--- src/rtl/arc_microsequencer.sv ---
// ARC microprogram sequencer: holds the MIR, computes the next control-store address,
// and runs memory reads and writes with stall gating and a timeout abort.
module arc_microsequencer #(
    parameter int          TIMEOUT  = 16,
    parameter logic [10:0] ERR_ADDR = 11'h7F0
) (
    input  logic        clk,
    input  logic        rst,
    input  logic [40:0] cs_word,
    output logic [10:0] cs_addr,
    input  logic [3:0]  psr,
    input  logic [31:0] ir,
    input  logic        mem_ack,
    output logic [40:0] mir_dp,
    output logic        mem_rd,
    output logic        mem_wr,
    output logic        bus_err,
    output logic        dbg_wait
);

    localparam int CW = $clog2(TIMEOUT);

    typedef enum logic {ST_RUN, ST_WAIT} state_t;

    state_t          state_q, state_d;
    logic [40:0]     mir;
    logic [10:0]     upc;
    logic [CW-1:0]   wait_cnt, wait_cnt_d;
    logic            bus_err_d;
    logic [10:0]     upc_inc, seq_addr;
    logic            illegal, stall, timeout, abort;
    logic            unused_ir;

    assign unused_ir = ^{ir[29:25], ir[18:14], ir[12:0]};

    // Handshake: mem_rd/mem_wr are levels held while the word sits in MIR; the access
    // completes on the first edge where mem_ack is high, including the request cycle itself.
    assign mem_rd  = mir[19] & ~mir[18];
    assign mem_wr  = mir[18] & ~mir[19];
    assign illegal = mir[19] & mir[18];
    assign stall   = (mem_rd | mem_wr) & ~mem_ack;
    assign timeout = stall && (wait_cnt == CW'(TIMEOUT - 1));
    assign abort   = timeout | illegal;
    assign dbg_wait = (state_q == ST_WAIT);

    always_comb begin
        upc_inc  = upc + 11'd1;
        seq_addr = upc_inc;
        case (mir[13:11])
            3'b000:  seq_addr = upc_inc;
            3'b001:  seq_addr = psr[3] ? mir[10:0] : upc_inc;
            3'b010:  seq_addr = psr[2] ? mir[10:0] : upc_inc;
            3'b011:  seq_addr = psr[1] ? mir[10:0] : upc_inc;
            3'b100:  seq_addr = psr[0] ? mir[10:0] : upc_inc;
            3'b101:  seq_addr = ir[13] ? mir[10:0] : upc_inc;
            3'b110:  seq_addr = mir[10:0];
            3'b111:  seq_addr = {1'b1, ir[31:30], ir[24:19], 2'b00};
            default: seq_addr = upc_inc;
        endcase
    end

    always_comb begin
        cs_addr = seq_addr;
        if (abort) begin
            cs_addr = ERR_ADDR;
        end else if (stall) begin
            cs_addr = upc;
        end
    end

    // While held, the word writes only r0 and leaves the flags alone, so repeating it is harmless.
    always_comb begin
        mir_dp = mir;
        if (stall | illegal) begin
            mir_dp[26:20] = 7'b0;
            mir_dp[17:14] = 4'b1000;
        end
    end

    always_comb begin
        state_d    = state_q;
        wait_cnt_d = wait_cnt;
        bus_err_d  = 1'b0;
        if (abort) begin
            state_d    = ST_RUN;
            wait_cnt_d = '0;
            bus_err_d  = 1'b1;
        end else if (stall) begin
            state_d    = ST_WAIT;
            wait_cnt_d = wait_cnt + CW'(1);
        end else begin
            state_d    = ST_RUN;
            wait_cnt_d = '0;
        end
    end

    always_ff @(posedge clk or negedge rst) begin
        if (!rst) begin
            state_q  <= ST_RUN;
            wait_cnt <= '0;
            bus_err  <= 1'b0;
            mir      <= '0;
            upc      <= 11'h7FF;
        end else begin
            state_q  <= state_d;
            wait_cnt <= wait_cnt_d;
            bus_err  <= bus_err_d;
            if (!stall || abort) begin
                mir <= cs_word;
                upc <= cs_addr;
            end
        end
    end

endmodule

--- config.mk ---
export PLATFORM = sky130hd
export DESIGN_NAME = arc_microsequencer
export DESIGN_NICKNAME = d
export VERILOG_FILES = /design/src/rtl/arc_microsequencer.sv
export SDC_FILE = /design/constraint.sdc
export NUM_CORES = 1
export LEC_CHECK = 0
export CORE_MARGIN = 3
export CORE_UTILIZATION = 47
export DETAILED_ROUTE_END_ITERATION = 6
export GPL_ROUTABILITY_DRIVEN = 0
export PLACE_DENSITY = 0.9
export SLEW_MARGIN = 5
export SYNTH_ARGS = -nofsm -noshare
export SYNTH_HDL_FRONTEND = slang
export SYNTH_SLANG_ARGS = --single-unit
export TNS_END_PERCENT = 100
--- constraint.sdc ---
create_clock -name clk -period 6.2 [get_ports clk]
set_input_delay 0.62 -clock clk [delete_from_list [all_inputs] [get_ports clk]]
set_output_delay 0.62 -clock clk [all_outputs]
set_load 0.01 [all_outputs]
==> flow_results.org, run 1 <==
** Clock network
- Post-CTS clock slew at the launch and capture registers of the worst setup and hold paths :: 0.06 ns
- The number of clock buffers added by TritonCTS is 9.
- Insertion delay to the later sink of the worst-skew pair :: 0.33 ns
- In this run the number of H-tree levels came out at 3.
- In this run the post-CTS setup repair buffer count came out at 0.
- In this run, post-CTS repair resized a total of 0 instances.
- The longest clock path from root to sink contains 2 buffers.
- For this design, the CTS-stage hold fixing added 0 buffers.
- Clk root buf :: sky130_fd_sc_hd__clkbuf_8
- CTS tree :: yes
- Number of clock sinks :: 58

** Timing
- Max Slew Vio Count :: 0
- Setup violations remaining at the end of the flow were counted as 0.
- Shortest period the worst path allows :: 4.07 ns
- Setup repair after global routing left no endpoint under its margin.
- Based on the critical path, the design can be clocked at up to 246 MHz.
- Number of hold violations in the final report :: 0
- Tightest Pin Transition :: 0.897 ns
- In the finished design, the share of the clock period the worst path needs comes to 0.657.
- Total negative slack :: 0 ns
- For the final database, setup skew stands at 0.0155 ns.
- The worst pin sits at a relative slew slack of 0.402.

** Drt
- Average routed wire per standard cell :: 14.9 µm
- Overall via count from detail_route :: 3071
- Amount of wire on met3 after detailed routing :: 728 µm
- Detailed-routed wire length on met2 :: 4240 µm
- DRC viols :: 0
- Routed signal wires occupy layers up through met4.
- Number of detailed-routing iterations run before antenna repair :: 5
- In the final routing, the length of wire on met1 measures 3520 µm.
- For this block, the routed nets add up to 8560 µm of wire.
- Drt via density :: 5.34
- Once detail routing completed, the nets flagged for antenna violations numbered 0.
- Count of routing violations after the opening detailed-route iteration :: 254

** Power
- Power spread over the standard cell area amounts to 491 nW/µm².
- Pwr Total :: 2.20 mW
- Worst ir drop on vdd :: 236 µV
- In this run the static leakage power is 2.00 nW.

** Critical path
- The worst setup path is captured at a primary output.
- The worst setup path is launched from a flip-flop.
- Required time reported for the critical path endpoint :: 5.58 ns
- Along the worst path, the maximum fanout reaches 50.
- Data arrives at the worst endpoint at 3.45 ns.
- Traced cell by cell, the critical path runs through inv_1 -> ha_1 -> or2_2 -> or3_2 -> clkinv_1 -> a32oi_1 -> o21ai_0 -> clkdlybuf4s50_1.
- The critical path in this run is classified as flip-flop to primary output.
- Slowest stage cell, crit path :: sky130_fd_sc_hd__or3_2
- In this design, the stage delay of the slowest critical-path cell is 0.88 ns.
- Counting cells, the worst reg-to-reg path comes to 7.

** Logic synthesis
- Yosys attributes the largest share of cell area to sky130_fd_sc_hd__dfrtp_1, sky130_fd_sc_hd__nand2_1, sky130_fd_sc_hd__dfstp_2.
- Post-synth EDFFs :: 0
- Synthesis produced 402 cells.
- Avg Cell Area, Syn :: 8.34 µm²
- Of the post-synthesis cell area, the dominant cell type holds 0.351.
- In the synthesized netlist the async set-or-reset flop fraction comes to 1.00.
- For this run, the register share of the synthesized area comes to 0.437.
- For this run, the leading register cell type out of synthesis is sky130_fd_sc_hd__dfrtp_1.
- The mapped netlist covers 3350 µm².
- Net count after synthesis :: 487
- Yosys printed 0 warnings.
- Synthesis inferred 58 register bits.
- Largest area contributor in the synthesized netlist :: sky130_fd_sc_hd__dfrtp_1
- Synth cell types :: 49

** Layout
- Synth-to-layout area growth :: 33.7%
- Leaving out fill and tap cells, the most frequent cell in the layout is sky130_fd_sc_hd__nand2_1.
- The net count of the finished layout is 559.
- Of the cells placed in the final design, the portion with a size suffix greater than 1 is 0.0752.
- In the layout the commonest cells are sky130_fd_sc_hd__nand2_1, sky130_fd_sc_hd__clkdlybuf4s50_1, sky130_fd_sc_hd__dfrtp_1, sky130_fd_sc_hd__nor2_1, sky130_fd_sc_hd__o21ai_0.
- The repair_antennas step left the layout with diodes totalling 0.
- Post-route design area :: 4480 µm²

** Global route
- The first global-routing pass estimated 14300 µm of wire.
- Grt total ovfl :: 0
- Largest net degree at the start of global routing :: 59
- Global routing usage summed across all routing layers :: 0.214
- The number of global-route vias before repair came to 2958.
- The number of antenna violations at the first check in global routing came to 0.

** Worst hold path
- The min-delay analysis places its worst path in the category primary input to async pin.

** Floorplan
- The initial utilization of the core area, before any placement, comes to 0.488.
- Boundary Pins :: 136
- The die covers 8180 µm².
- Core area :: 6870 µm²
- Row generation in the floorplan step produced 30 rows.
- Die width :: 90.4 µm
- Vertical die dimension :: 90.4 µm

** Placement
- Once placement finished, the instance area stood at 4260 µm².
- The wire-length estimate of the detail-placed layout is 6080 µm.
- Count of buffers from port buffering :: 112

** Outcome
- Result of the run :: finished clean

** Run
- Max Cap Violations :: 0
## synthesized netlist by cell type (4+ instances only)
cell                       instances
sky130_fd_sc_hd__and3_1            4
sky130_fd_sc_hd__dfrtp_1          47
sky130_fd_sc_hd__o21ai_0          16
sky130_fd_sc_hd__a21oi_1           7
sky130_fd_sc_hd__a31oi_1           6
sky130_fd_sc_hd__a221o_1          10
sky130_fd_sc_hd__or3_1             5
sky130_fd_sc_hd__dfstp_2          11
sky130_fd_sc_hd__ha_1              5
sky130_fd_sc_hd__xor2_1            5
sky130_fd_sc_hd__nand3_1           4
sky130_fd_sc_hd__nand2_1         141
sky130_fd_sc_hd__clkbuf_1         15
sky130_fd_sc_hd__inv_1             7
sky130_fd_sc_hd__buf_2             5
sky130_fd_sc_hd__buf_4            30
sky130_fd_sc_hd__nand3b_1          4
sky130_fd_sc_hd__nor2_1           17
sky130_fd_sc_hd__and2_1           11
sky130_fd_sc_hd__o221ai_1          5
## layer usage
layer / track usage / up-vias
met5: 0 / -
met4: 0.0651 / 0
met3: 0.0717 / 8
met2: 0.349 / 138
met1: 0.269 / 1451
li1: - / 1474
## path summary, 6_finish.rpt
kind / slack, ns / to / from
hold / removal: 0.44 / mir[26] / rst
setup / recovery: 2.13 / cs_addr[2] / mir[18]
hold reg to reg: 0.46 / mir[21] / mir[21]
max in group asynchronous: 5.28 / wait_cnt[2] / rst
setup reg to reg: 3.24 / wait_cnt[1] / mir[18]
min in group clk: 0.46 / mir[21] / mir[21]
## kinds of logic after synthesis
family | count (synthesis) | synth area share
adders and majority gates | 5 | 0.0187
AOI/OAI and AO/OA | 66 | 0.143
xor gates and xnor gates | 8 | 0.0209
and+or+nand+nor | 201 | 0.260
buffers and inverters | 61 | 0.111
DFF | 58 | 0.437
muxes | 3 | 0.00934
## worst max-delay path, delay by kind of cell (launching register included)
family	cells	cell delay, ns
fa+ha+maj	1	0.31
compound gates	2	0.24
flops	1	0.41
buf+inv	3	0.89
simple gates	2	1.28
## state kept, by name, indices dropped and copies added (netlist names)
| register | count |
|---|---|
| mir | 41 |
| upc | 11 |
| wait_cnt | 4 |
| bus_err | 1 |
| dbg_wait | 1 |
## layout make-up
| type | count | area (µm²) |
|---|---|---|
| multi-input combinational | 283 | 1520 |
| timing repair buffer | 114 | 1130 |
| tap | 96 | 120 |
| sequential | 58 | 1470 |
| clock buffer | 10 | 138 |
| inverter | 8 | 30.0 |
| clock inverter | 6 | 80.1 |
| fill | 545 | 2390 |
## power breakdown
part	switching, mW	internal (mW)
logic	0.557	0.573
clock network	0.149	0.234
registers	0.146	0.541
## metrics by stage
step                      hold slack, ns  setup slack, ns  utilization  cells
after CTS                          0.460             2.11        0.652    575
final                              0.437             2.13        0.652    575
after global placement             0.442             2.26        0.621    559
after floorplan                    0.324             3.44            -    402
after detailed placement           0.448             2.23        0.621    559
after global routing               0.491             1.92        0.652    575
No activity file was read; power rests on OpenSTA's default activity.
==> inputs of run 2 (changes only) <==
--- a/config.mk
+++ b/config.mk
@@ -6,10 +6,10 @@
 export NUM_CORES = 1
 export LEC_CHECK = 0
 export CORE_MARGIN = 3
-export CORE_UTILIZATION = 47
+export CORE_UTILIZATION = 39
 export DETAILED_ROUTE_END_ITERATION = 6
 export GPL_ROUTABILITY_DRIVEN = 0
-export PLACE_DENSITY = 0.9
+export PLACE_DENSITY = 0.8
 export SLEW_MARGIN = 5
 export SYNTH_ARGS = -nofsm -noshare
 export SYNTH_HDL_FRONTEND = slang
==> constraint.sdc (replaced) <==
create_clock -name clk -period 3.69 [get_ports clk]
set_input_delay 0.369 -clock clk [delete_from_list [all_inputs] [get_ports clk]]
set_output_delay 0.369 -clock clk [all_outputs]
set_load 0.01 [all_outputs]
==> flow_results.org, run 2 (synthesized netlist as in run 1, its figures left out) <==
** Critical path
- The worst register-to-register path has a depth of 8.
- Critical Path Fanout Max :: 17
- Total buffers and inverters traversed by the critical path :: 3
- Tracing the worst setup path back leads to its startpoint at mir[18].
- On the worst path, the slowest cell contributes a delay of 0.57 ns.
- Type of the worst setup path :: flip-flop to primary output
- The setup check on the worst reg-to-reg path leaves a slack of 1.39 ns.
- The worst register-to-register path ends at mir[32].
- Required time reported for the critical path endpoint :: 3.32 ns
- The largest individual stage delay along the critical path comes from the cell sky130_fd_sc_hd__clkdlybuf4s50_1.
- The startpoint identified for the worst register-to-register timing path is mir[18].
- The worst setup path is captured at a primary output.
- The critical path goes through inv_1 -> ha_1 -> or2_2 -> or3_2 -> buf_4 -> o21ai_0 -> o2bb2ai_1 -> clkdlybuf4s50_1.
- The worst setup path is launched from a flip-flop.
- Largest delay share family, worst path :: simple AND/OR/NAND/NOR gates
- STA puts the critical path data arrival time at 3.11 ns.

** Global route
- Across every metal layer, demand over resource in global routing totals 0.179.
- The number of global-route vias before repair was 2939.
- Entering global routing, the biggest net connects 36 pins.
- Grt total ovfl :: 0
- First-pass GRT wire length :: 14200 µm
- Number of antenna violations at the first check in global routing :: 0

** Layout
- The library cells used most frequently in the layout, excluding fill and tap cells, are sky130_fd_sc_hd__nand2_1, sky130_fd_sc_hd__clkdlybuf4s50_1, sky130_fd_sc_hd__dfrtp_1, sky130_fd_sc_hd__nor2_1, sky130_fd_sc_hd__o21ai_0.
- More flip-flops sit in one register than any other, and that register is mir.
- The area growth from synthesis to layout is 35.0%.
- Final core utilization :: 0.545
- Post-route design area :: 4520 µm²
- Layout Nets :: 566
- In the final layout, the registers with the most flip-flops are mir x41, upc x11, wait_cnt x4.
- Max FFs per register :: 41
- The filler cells instantiated in the layout total 768.
- Fraction of final layout cells with drive strength greater than 1 :: 0.0823
- The repair_antennas step left the layout with diodes totalling 0.
- The library cell used most frequently in the layout, excluding fill and tap cells, is sky130_fd_sc_hd__nand2_1.

** Clock network
- Counting along the longest clock path gives a buffer depth of 2.
- TritonCTS built the clock tree.
- Post-CTS clock slew at the launch and capture registers of the worst setup and hold paths :: 0.07 ns
- Hold buffer count at CTS :: 0
- In this run, post-CTS repair resized a total of 0 instances.
- In this run the post-CTS setup repair buffer count came out at 0.
- The H-tree was split into 3 levels.
- Counting the buffers created by CTS gives 9.
- Insertion delay to the later sink of the worst-skew pair :: 0.33 ns
- Number of clock sinks :: 58
- Clk root buf :: sky130_fd_sc_hd__clkbuf_8

** Floorplan
- Measured along the y axis, the die boundary spans 98.7 µm.
- From left edge to right edge, the die measures 98.7 µm.
- Core area :: 8300 µm²
- Die ar. :: 9740 µm²
- After floorplanning, the core was divided into 33 placement rows.
- Boundary Pins :: 136
- Initial core utilization :: 0.404

** Drt
- Drt via density :: 5.18
- For this run, design rule violations remaining after detail routing come to 0.
- Total wire length after detailed routing :: 8670 µm
- Count of routing violations after the opening detailed-route iteration :: 245
- The count of nets left with antenna violations once routing finished came out at 0.
- Before antenna repair, the detailed router went through 4 iterations.
- Average routed wire per standard cell :: 14.7 µm
- Overall via count from detail_route :: 3063

** Power
- Dividing total power by cell area gives a power density of 815 nW/µm².
- Worst ir drop on vdd :: 325 µV
- Pwr Total :: 3.69 mW
- The analysis attributes to cell leakage a power of 2.02 nW.

** Timing
- Max Slew Vio Count :: 0
- Fin Clk Skew :: 0.0151 ns
- The tightest hold path in the finished design has a slack of 0.0381 ns.
- Static timing analysis puts the maximum clock frequency at 287 MHz.
- The worst pin sits at a relative slew slack of 0.604.
- Dividing the final minimum period by the clock period gives 0.944.
- Final setup viols :: 0
- Tightest Pin Transition :: 0.592 ns
- The number of hold violations in the final report was 0.
- Total negative slack :: 0 ns
- Setup repair after global routing missed its margin :: false
- Shortest period the worst path allows :: 3.48 ns

** Placement
- Post-DP HPWL :: 6400 µm
- Count of buffers from port buffering :: 112
- In this run the cell area measured after placement is 4330 µm².

** Worst hold path
- The worst hold path belongs to the class primary input to async pin.

** Run
- Max Cap Violations :: 0

** Outcome
- Result of the run :: finished clean
[run 2: cell count changes in the layout (fill, tap and decap cells not counted), sizes merged]
cell | previous run | this run
buf | 3 | 10
bufinv | 2 | 1
clkinv | 5 | 2
clkbuf | 10 | 14
[run 2: through the flow]
step | setup WS (ns) | cells
3_3_place_gp | 0.561 | 575
2_1_floorplan | 1.18 | 402
6_report | 0.208 | 591
4_1_cts | 0.158 | 591
3_5_place_dp | 0.532 | 575
5_1_grt | 0.0384 | 591
[run 2: area by class of cell]
type                    count  area (µm²)  area share
clock buffers              14         163      0.0360
clock inverters             2        35.0     0.00774
multi-input cells         283        1520       0.335
inverters                   8        30.0     0.00664
flip-flops and latches     58        1470       0.324
repair buffers            121        1180       0.262
well taps                 105         131      0.0290
[run 2: worst max path at each step]
stage / endpoint / slack (ns) / cells past startpoint
2_1_floorplan: cs_addr[3] / 1.18 / 9
3_3_place_gp: cs_addr[1] / 0.56 / 8
3_5_place_dp: cs_addr[3] / 0.53 / 7
4_1_cts: cs_addr[3] / 0.16 / 8
5_1_grt: cs_addr[1] / 0.04 / 9
6_report: cs_addr[3] / 0.21 / 8
[run 2: worst register-to-register path, delay by kind of cell (launching register included)]
family,cells,cell delay (ns)
simple gates,4,1.10
buf+inv,3,0.43
fa+ha+maj,1,0.30
flops,1,0.40
[run 2: per-layer routing]
layer / global-route usage / share of wire / wire length (µm) / vias to the layer above
li1: - / - / - / 1487
met1: 0.240 / 0.44 / 3840 / 1438
met2: 0.283 / 0.47 / 4040 / 128
met3: 0.0460 / 0.082 / 712 / 10
met5: 0 / 0 / 0 / -
met4: 0.0599 / 0.0088 / 76 / 0
[run 2: report_power, final]
group	switching (mW)	internal (mW)
clock	0.250	0.349
sequential	0.227	0.909
combinational	0.951	1.00
